## src/rtl/crossbar_shift_scheduler.sv

```systemverilog
`default_nettype none
// +--------------------------------------------------------------------------+
// | crossbar_shift_scheduler                                                 |
// | Reduces per-output requests to rotation configurations for the crossbar |
// | switch. Optional statistics ports are enabled by XBAR_SCHED_STATS_EN.    |
// | Revision: 1.0                                                            |
// +--------------------------------------------------------------------------+
module crossbar_shift_scheduler #(
  parameter int N           = 8,
  parameter int HOLD_CYCLES = 4
) (
  input  logic                      clk,
  input  logic                      rst,
  input  logic                      req_push,
  input  logic [N-1:0]              req_mask,
  input  logic [N*$clog2(N)-1:0]    req_sel,
  output logic                      req_ready,
  output logic [N*$clog2(N)-1:0]    input_sel,
  output logic [N-1:0]              output_enable,
  output logic                      cfg_valid,
  output logic [$clog2(N)-1:0]      cur_shift,
  output logic [N-1:0]              pending
`ifdef XBAR_SCHED_STATS_EN
  ,
  output logic [15:0]               round_count,
  output logic [15:0]               defer_count
`endif
);

  localparam int SW = $clog2(N);
  localparam int CW = SW + 1;
  localparam int HW = (HOLD_CYCLES > 1) ? $clog2(HOLD_CYCLES) : 1;
  localparam logic [SW-1:0] c_k_last    = SW'(N - 1);
  localparam logic [HW-1:0] c_hold_last = HW'(HOLD_CYCLES - 1);

  typedef enum logic [1:0] {
    S_IDLE  = 2'd0,
    S_EVAL  = 2'd1,
    S_APPLY = 2'd2
  } state_t;

  state_t r_state, w_state_next;

  logic [SW-1:0]   r_k;
  logic [SW-1:0]   r_rr_ptr;
  logic [SW-1:0]   r_best;
  logic [CW-1:0]   r_best_cnt;
  logic [HW-1:0]   r_hold;
  logic [N-1:0]    r_pending;
  logic [N*SW-1:0] r_req_sel;
  logic [N*SW-1:0] r_input_sel;
  logic [N-1:0]    r_output_enable;
  logic            r_cfg_valid;
  logic [SW-1:0]   r_cur_shift;

  logic [SW-1:0]   w_scan_shift;
  logic [CW-1:0]   w_scan_cnt;
  logic [CW-1:0]   w_prev_cnt;
  logic [SW-1:0]   w_prev_best;
  logic            w_take;
  logic [SW-1:0]   w_best_next;
  logic [CW-1:0]   w_best_cnt_next;
  logic [N-1:0]    w_grant;
  logic [N-1:0]    w_pending_left;
  logic [N*SW-1:0] w_rot_sel;
  logic            w_accept;
  logic            w_eval_done;
  logic            w_hold_done;

  function automatic logic [N-1:0] match_vec(input logic [N*SW-1:0] sel,
                                             input logic [SW-1:0]   s);
    logic [N-1:0] m;
    m = '0;
    for (int o = 0; o < N; o++) begin
      m[o] = (sel[o*SW +: SW] == SW'(o) + s);
    end
    return m;
  endfunction

  function automatic logic [CW-1:0] popcnt(input logic [N-1:0] v);
    logic [CW-1:0] c;
    c = '0;
    for (int o = 0; o < N; o++) begin
      c = c + CW'(v[o]);
    end
    return c;
  endfunction

  // Scan index 0 restarts the max search; strict compare keeps the earliest shift on ties.
  assign w_scan_shift    = r_rr_ptr + r_k;
  assign w_scan_cnt      = popcnt(r_pending & match_vec(r_req_sel, w_scan_shift));
  assign w_prev_cnt      = (r_k == '0) ? '0 : r_best_cnt;
  assign w_prev_best     = (r_k == '0) ? w_scan_shift : r_best;
  assign w_take          = (w_scan_cnt > w_prev_cnt);
  assign w_best_next     = w_take ? w_scan_shift : w_prev_best;
  assign w_best_cnt_next = w_take ? w_scan_cnt : w_prev_cnt;
  assign w_grant         = r_pending & match_vec(r_req_sel, w_best_next);
  assign w_pending_left  = r_pending & ~r_output_enable;

  assign req_ready   = (r_state == S_IDLE) && !rst;
  assign w_accept    = req_push && req_ready;
  assign w_eval_done = (r_state == S_EVAL) && (r_k == c_k_last);
  assign w_hold_done = (r_state == S_APPLY) && (r_hold == c_hold_last);

  generate
    for (genvar o = 0; o < N; o++) begin : g_rot
      assign w_rot_sel[o*SW +: SW] = SW'(o) + w_best_next;
    end
  endgenerate

  always_ff @(posedge clk) begin
    if (rst) begin
      r_state <= S_IDLE;
    end else begin
      r_state <= w_state_next;
    end
  end

  always_comb begin
    w_state_next = r_state;
    case (r_state)
      S_IDLE:  if (w_accept && (|req_mask)) w_state_next = S_EVAL;
      S_EVAL:  if (r_k == c_k_last) w_state_next = S_APPLY;
      S_APPLY: if (r_hold == c_hold_last) w_state_next = (|w_pending_left) ? S_EVAL : S_IDLE;
      default: w_state_next = S_IDLE;
    endcase
  end

  always_ff @(posedge clk) begin
    if (rst) begin
      r_k             <= '0;
      r_rr_ptr        <= '0;
      r_best          <= '0;
      r_best_cnt      <= '0;
      r_hold          <= '0;
      r_pending       <= '0;
      r_req_sel       <= '0;
      r_input_sel     <= '0;
      r_output_enable <= '0;
      r_cfg_valid     <= 1'b0;
      r_cur_shift     <= '0;
    end else begin
      case (r_state)
        S_IDLE: begin
          if (w_accept && (|req_mask)) begin
            r_pending <= req_mask;
            r_req_sel <= req_sel;
            r_k       <= '0;
          end
        end
        S_EVAL: begin
          r_k        <= r_k + SW'(1);
          r_best     <= w_best_next;
          r_best_cnt <= w_best_cnt_next;
          if (w_eval_done) begin
            r_cur_shift     <= w_best_next;
            r_input_sel     <= w_rot_sel;
            r_output_enable <= w_grant;
            r_cfg_valid     <= 1'b1;
            r_rr_ptr        <= w_best_next + SW'(1);
            r_hold          <= '0;
          end
        end
        S_APPLY: begin
          r_hold <= r_hold + HW'(1);
          if (w_hold_done) begin
            r_cfg_valid     <= 1'b0;
            r_output_enable <= '0;
            r_pending       <= w_pending_left;
            r_k             <= '0;
          end
        end
        default: ;
      endcase
    end
  end

  assign input_sel     = r_input_sel;
  assign output_enable = r_output_enable;
  assign cfg_valid     = r_cfg_valid;
  assign cur_shift     = r_cur_shift;
  assign pending       = r_pending;

`ifdef XBAR_SCHED_STATS_EN
  logic [15:0] r_round_count;
  logic [15:0] r_defer_count;
  logic [16:0] w_defer_sum;

  assign w_defer_sum = {1'b0, r_defer_count} + 17'(popcnt(w_pending_left));

  always_ff @(posedge clk) begin
    if (rst) begin
      r_round_count <= '0;
      r_defer_count <= '0;
    end else begin
      if (w_eval_done && (r_round_count != 16'hFFFF)) begin
        r_round_count <= r_round_count + 16'd1;
      end
      if (w_hold_done) begin
        r_defer_count <= w_defer_sum[16] ? 16'hFFFF : w_defer_sum[15:0];
      end
    end
  end

  assign round_count = r_round_count;
  assign defer_count = r_defer_count;
`endif

endmodule
`default_nettype wire

```

## config.mk

```make
export PLATFORM = sky130hd
export DESIGN_NAME = crossbar_shift_scheduler
export DESIGN_NICKNAME = d
export VERILOG_FILES = /design/src/rtl/crossbar_shift_scheduler.sv
export SDC_FILE = /design/constraint.sdc
export NUM_CORES = 1
export LEC_CHECK = 0
export BUFFER_PORTS_ARGS = -buffer_cell sky130_fd_sc_hd__buf_2
export CAP_MARGIN = 5
export CORE_UTILIZATION = 61
export CTS_BUF_LIST = sky130_fd_sc_hd__clkbuf_4
export DETAILED_ROUTE_END_ITERATION = 16
export PLACE_DENSITY = 0.88
export SYNTH_ARGS = -nofsm -noshare
export SYNTH_HDL_FRONTEND = slang
export SYNTH_SLANG_ARGS = --single-unit
```

## constraint.sdc

```tcl
create_clock -name clk -period 11.3 [get_ports clk]
set_input_delay 0.565 -clock clk [delete_from_list [all_inputs] [get_ports clk]]
set_output_delay 0.565 -clock clk [all_outputs]
set_load 0.01 [all_outputs]
```

==> run_results.csv <==
group,metric,value,unit
clock_network,cts_tree,"built",
setup_path,end_kind,"flip-flop",
setup_path,path_max_fanout,14,
place,io_buffers,79,
clock_network,cts_setup_buffers,0,
hold_path,holdCritPathClass,"primary input to flip-flop",
synthesis,netlist_area,3880,µm²
timing,maxSlewHeadroom,28.8,%
die,die_y,81.8,µm
synthesis,synth_edf_count,0,
global_routing,grt_pass1_vias,2972,
layout,syn_to_final_growth,12.3,%
die,core_region_area,6030,µm²
pwr,peakVddDrop,0.0705,mV
routing,ant_nets,0,
synthesis,yosys_register_bits,69,
timing,worst_slew_pin_slew,1070,ps
routing,first_pass_iters,5,
timing,setup_violations,0,
pwr,p_per_area,119,nW/µm²
clock_network,insertion_delay,440,ps
place,hpwl,6540,µm
die,die_x,81.8,µm
layout,fillerInstances,456,
routing,wirelength,8950,µm
routing,wl_per_cell,15.0,µm
outcome,status,"finished clean",
clock_network,clock_sinks,69,
setup_path,cp-start-kind,"flip-flop",
synthesis,synth_ff_type,"dfxtp_1",
timing,rsz0062_at_grt,"no",
die,die_area,6690,µm²
layout,layout.nets,573,
synthesis,syn_avg_cell_area,8.42,µm²
routing,via_per_inst,5.58,
layout,drive_gt1_share,20.7,%
clock_network,htreeDepth,3,
timing,whs,302,ps
synthesis,synth_top_area_share,35.6,%
synthesis,synth_fp_nets,517,
timing,max_freq,130,MHz
synthesis,yosys-top-cells-area,"dfxtp_1, xnor2_1, nand2_1, xor2_1, ha_1",
routing,vias,3332,
die,start_util,64.4,%
timing,setup_tns,0,ps
synthesis,synth-async-reset-ratio,0,%
routing,drtIter0Drc,255,
global_routing,grt_max_degree,69,
pwr,power,0.000517,W
global_routing,antenna_found_initial,0,
die,io_pins,80,
timing,skew,18.7,ps
synthesis,synthCells,461,
clock_network,hold_buffers,0,
clock_network,clockRootBuffer,"clkbuf_4",
flow_run,cap_viol_max_count,0,
timing,min_period,7670,ps
synthesis,synth_top_area_cell,"dfxtp_1",
global_routing,grt_first_pass_wirelength,14000,µm
clock_network,clk_path_buf_depth,2,
clock_network,numCtsBuffers,9,
global_routing,gr-total-overflow,0,
setup_path,worstPathRequired,11630,ps
clock_network,cts_resized,0,
place,gp_congestion,0.941,
die,rows,28,
synthesis,ys_seq_area_share,35.6,%
synthesis,synth.distinct_cells,47,
global_routing,grt_usage,28.4,%
clock_network,clk_pin_slew,120,ps
setup_path,worstPathArrival,8000,ps
timing,min_period_over_period,67.9,%
timing,hold_viol_final,0,
synthesis,yosys_warnings,0,
setup_path,crit_type,"flip-flop to flip-flop",
layout,antenna_cells,0,
pwr,leakagePower,1.85,nW
routing,drc,0,
timing,drv_slew,0,
==> power breakdown <==
group / internal, W / switching, W / total (W)
sequential: 0.000252 / 0.0000132 / 0.000266
combinational: 0.0000316 / 0.0000365 / 0.0000681
clock: 0.0000884 / 0.0000949 / 0.000183
==> kinds of logic after synthesis <==
logic type                 count (synthesis)  synth area share, %
DFF                                       69                 35.6
muxes                                      7                 2.67
and+or+nand+nor                          169                 21.0
AOI/OAI and AO/OA                         87                 13.6
adders and majority gates                 21                 7.73
buffers and inverters                     55                 6.80
xor gates and xnor gates                  53                 12.6
==> sequential cells by signal, summed over array words and instances, names as in the netlist, 3 cells and up <==
register	count
input_sel	12
output_enable	8
pending	8
r_best	3
r_best_cnt	4
r_k	3
r_req_sel	24
==> cell usage in the layout (no fill, tap or decap), types with 5 or more instances in the layout <==
master | synthesis | routed
ha_1 | 16 | 16
xor2_1 | 23 | 23
inv_1 | 20 | 20
o21ai_0 | 34 | 34
xnor2_1 | 28 | 28
nand4_1 | 9 | 9
nand2b_1 | 29 | 29
nor2_1 | 38 | 38
a22oi_1 | 12 | 12
nand2_1 | 63 | 63
clkbuf_4 | 0 | 9
nand3_1 | 6 | 6
fa_1 | 5 | 5
buf_2 | 1 | 79
dfxtp_1 | 69 | 69
a21oi_1 | 26 | 25
==> Yosys cell counts, types with 2 or more instances <==
cell type / number
a211oi_1: 4
a21oi_1: 26
a22oi_1: 12
and2_1: 4
buf_1: 2
buf_4: 13
clkbuf_1: 18
dfxtp_1: 69
fa_1: 5
ha_1: 16
inv_1: 20
mux2i_1: 3
mux2i_4: 2
nand2_1: 63
nand2b_1: 29
nand3_1: 6
nand4_1: 9
nor2_1: 38
nor2b_1: 4
nor3_1: 4
nor4_1: 2
o21ai_0: 34
o22ai_1: 2
or4_1: 4
xnor2_1: 28
xor2_1: 23
==> path summary, 6_finish.rpt <==
check,cells after the start,slack [ps],from,end
setup / recovery,24,3630,r_rr_ptr[0],output_enable[1]
setup reg to reg,24,3630,r_rr_ptr[0],output_enable[1]
hold / removal,3,300,req_sel[15],r_req_sel[15]
hold reg to reg,2,480,input_sel[13],input_sel[13]
==> metrics by stage <==
step	setup slack (ps)	instance area (µm²)	instances	util (%)
floorplan	4260	3880	461	-
global placement	4040	4200	581	69.7
detailed placement	3710	4200	581	69.7
CTS	3630	4360	597	72.3
global route	3090	4360	597	72.3
finish	3630	4360	597	72.3
==> final cells by class <==
class / count / area, µm² / share of cell area (%)
Clock inverter: 7 / 90.1 / 2.07
Clock buffer: 9 / 67.6 / 1.55
Timing Repair Buffer: 80 / 403 / 9.24
Tap cell: 75 / 93.8 / 2.15
Sequential cell: 69 / 1380 / 31.7
Inverter: 20 / 75.1 / 1.72
Multi-Input combinational cell: 337 / 2250 / 51.6
==> worst max-delay path: stages, from the launching register on <==
cell      delay (ps)
dfxtp_1          410
ha_1             170
inv_1             50
fa_1             720
inv_1            190
ha_1             250
xnor2_1          300
xor2_1           180
nand4_1          160
fa_1             520
fa_1             520
fa_1             550
inv_1             40
ha_1             220
fa_1             480
ha_1             330
nor2b_2          150
o211ai_2         120
a31oi_4          400
mux2i_2          750
inv_1            150
ha_1             250
xor2_1           360
xnor2_1          180
o21ai_0          100
==> routing by layer <==
metal / up-vias / GRT usage, % / share of wire, %
met5: - / 0 / 0
li1: 1638 / - / -
met1: 1529 / 34.9 / 43
met4: 0 / 16.0 / 3.3
met2: 141 / 46.0 / 46
met3: 24 / 5.67 / 7.3
No activity file was read; power rests on OpenSTA's default activity.
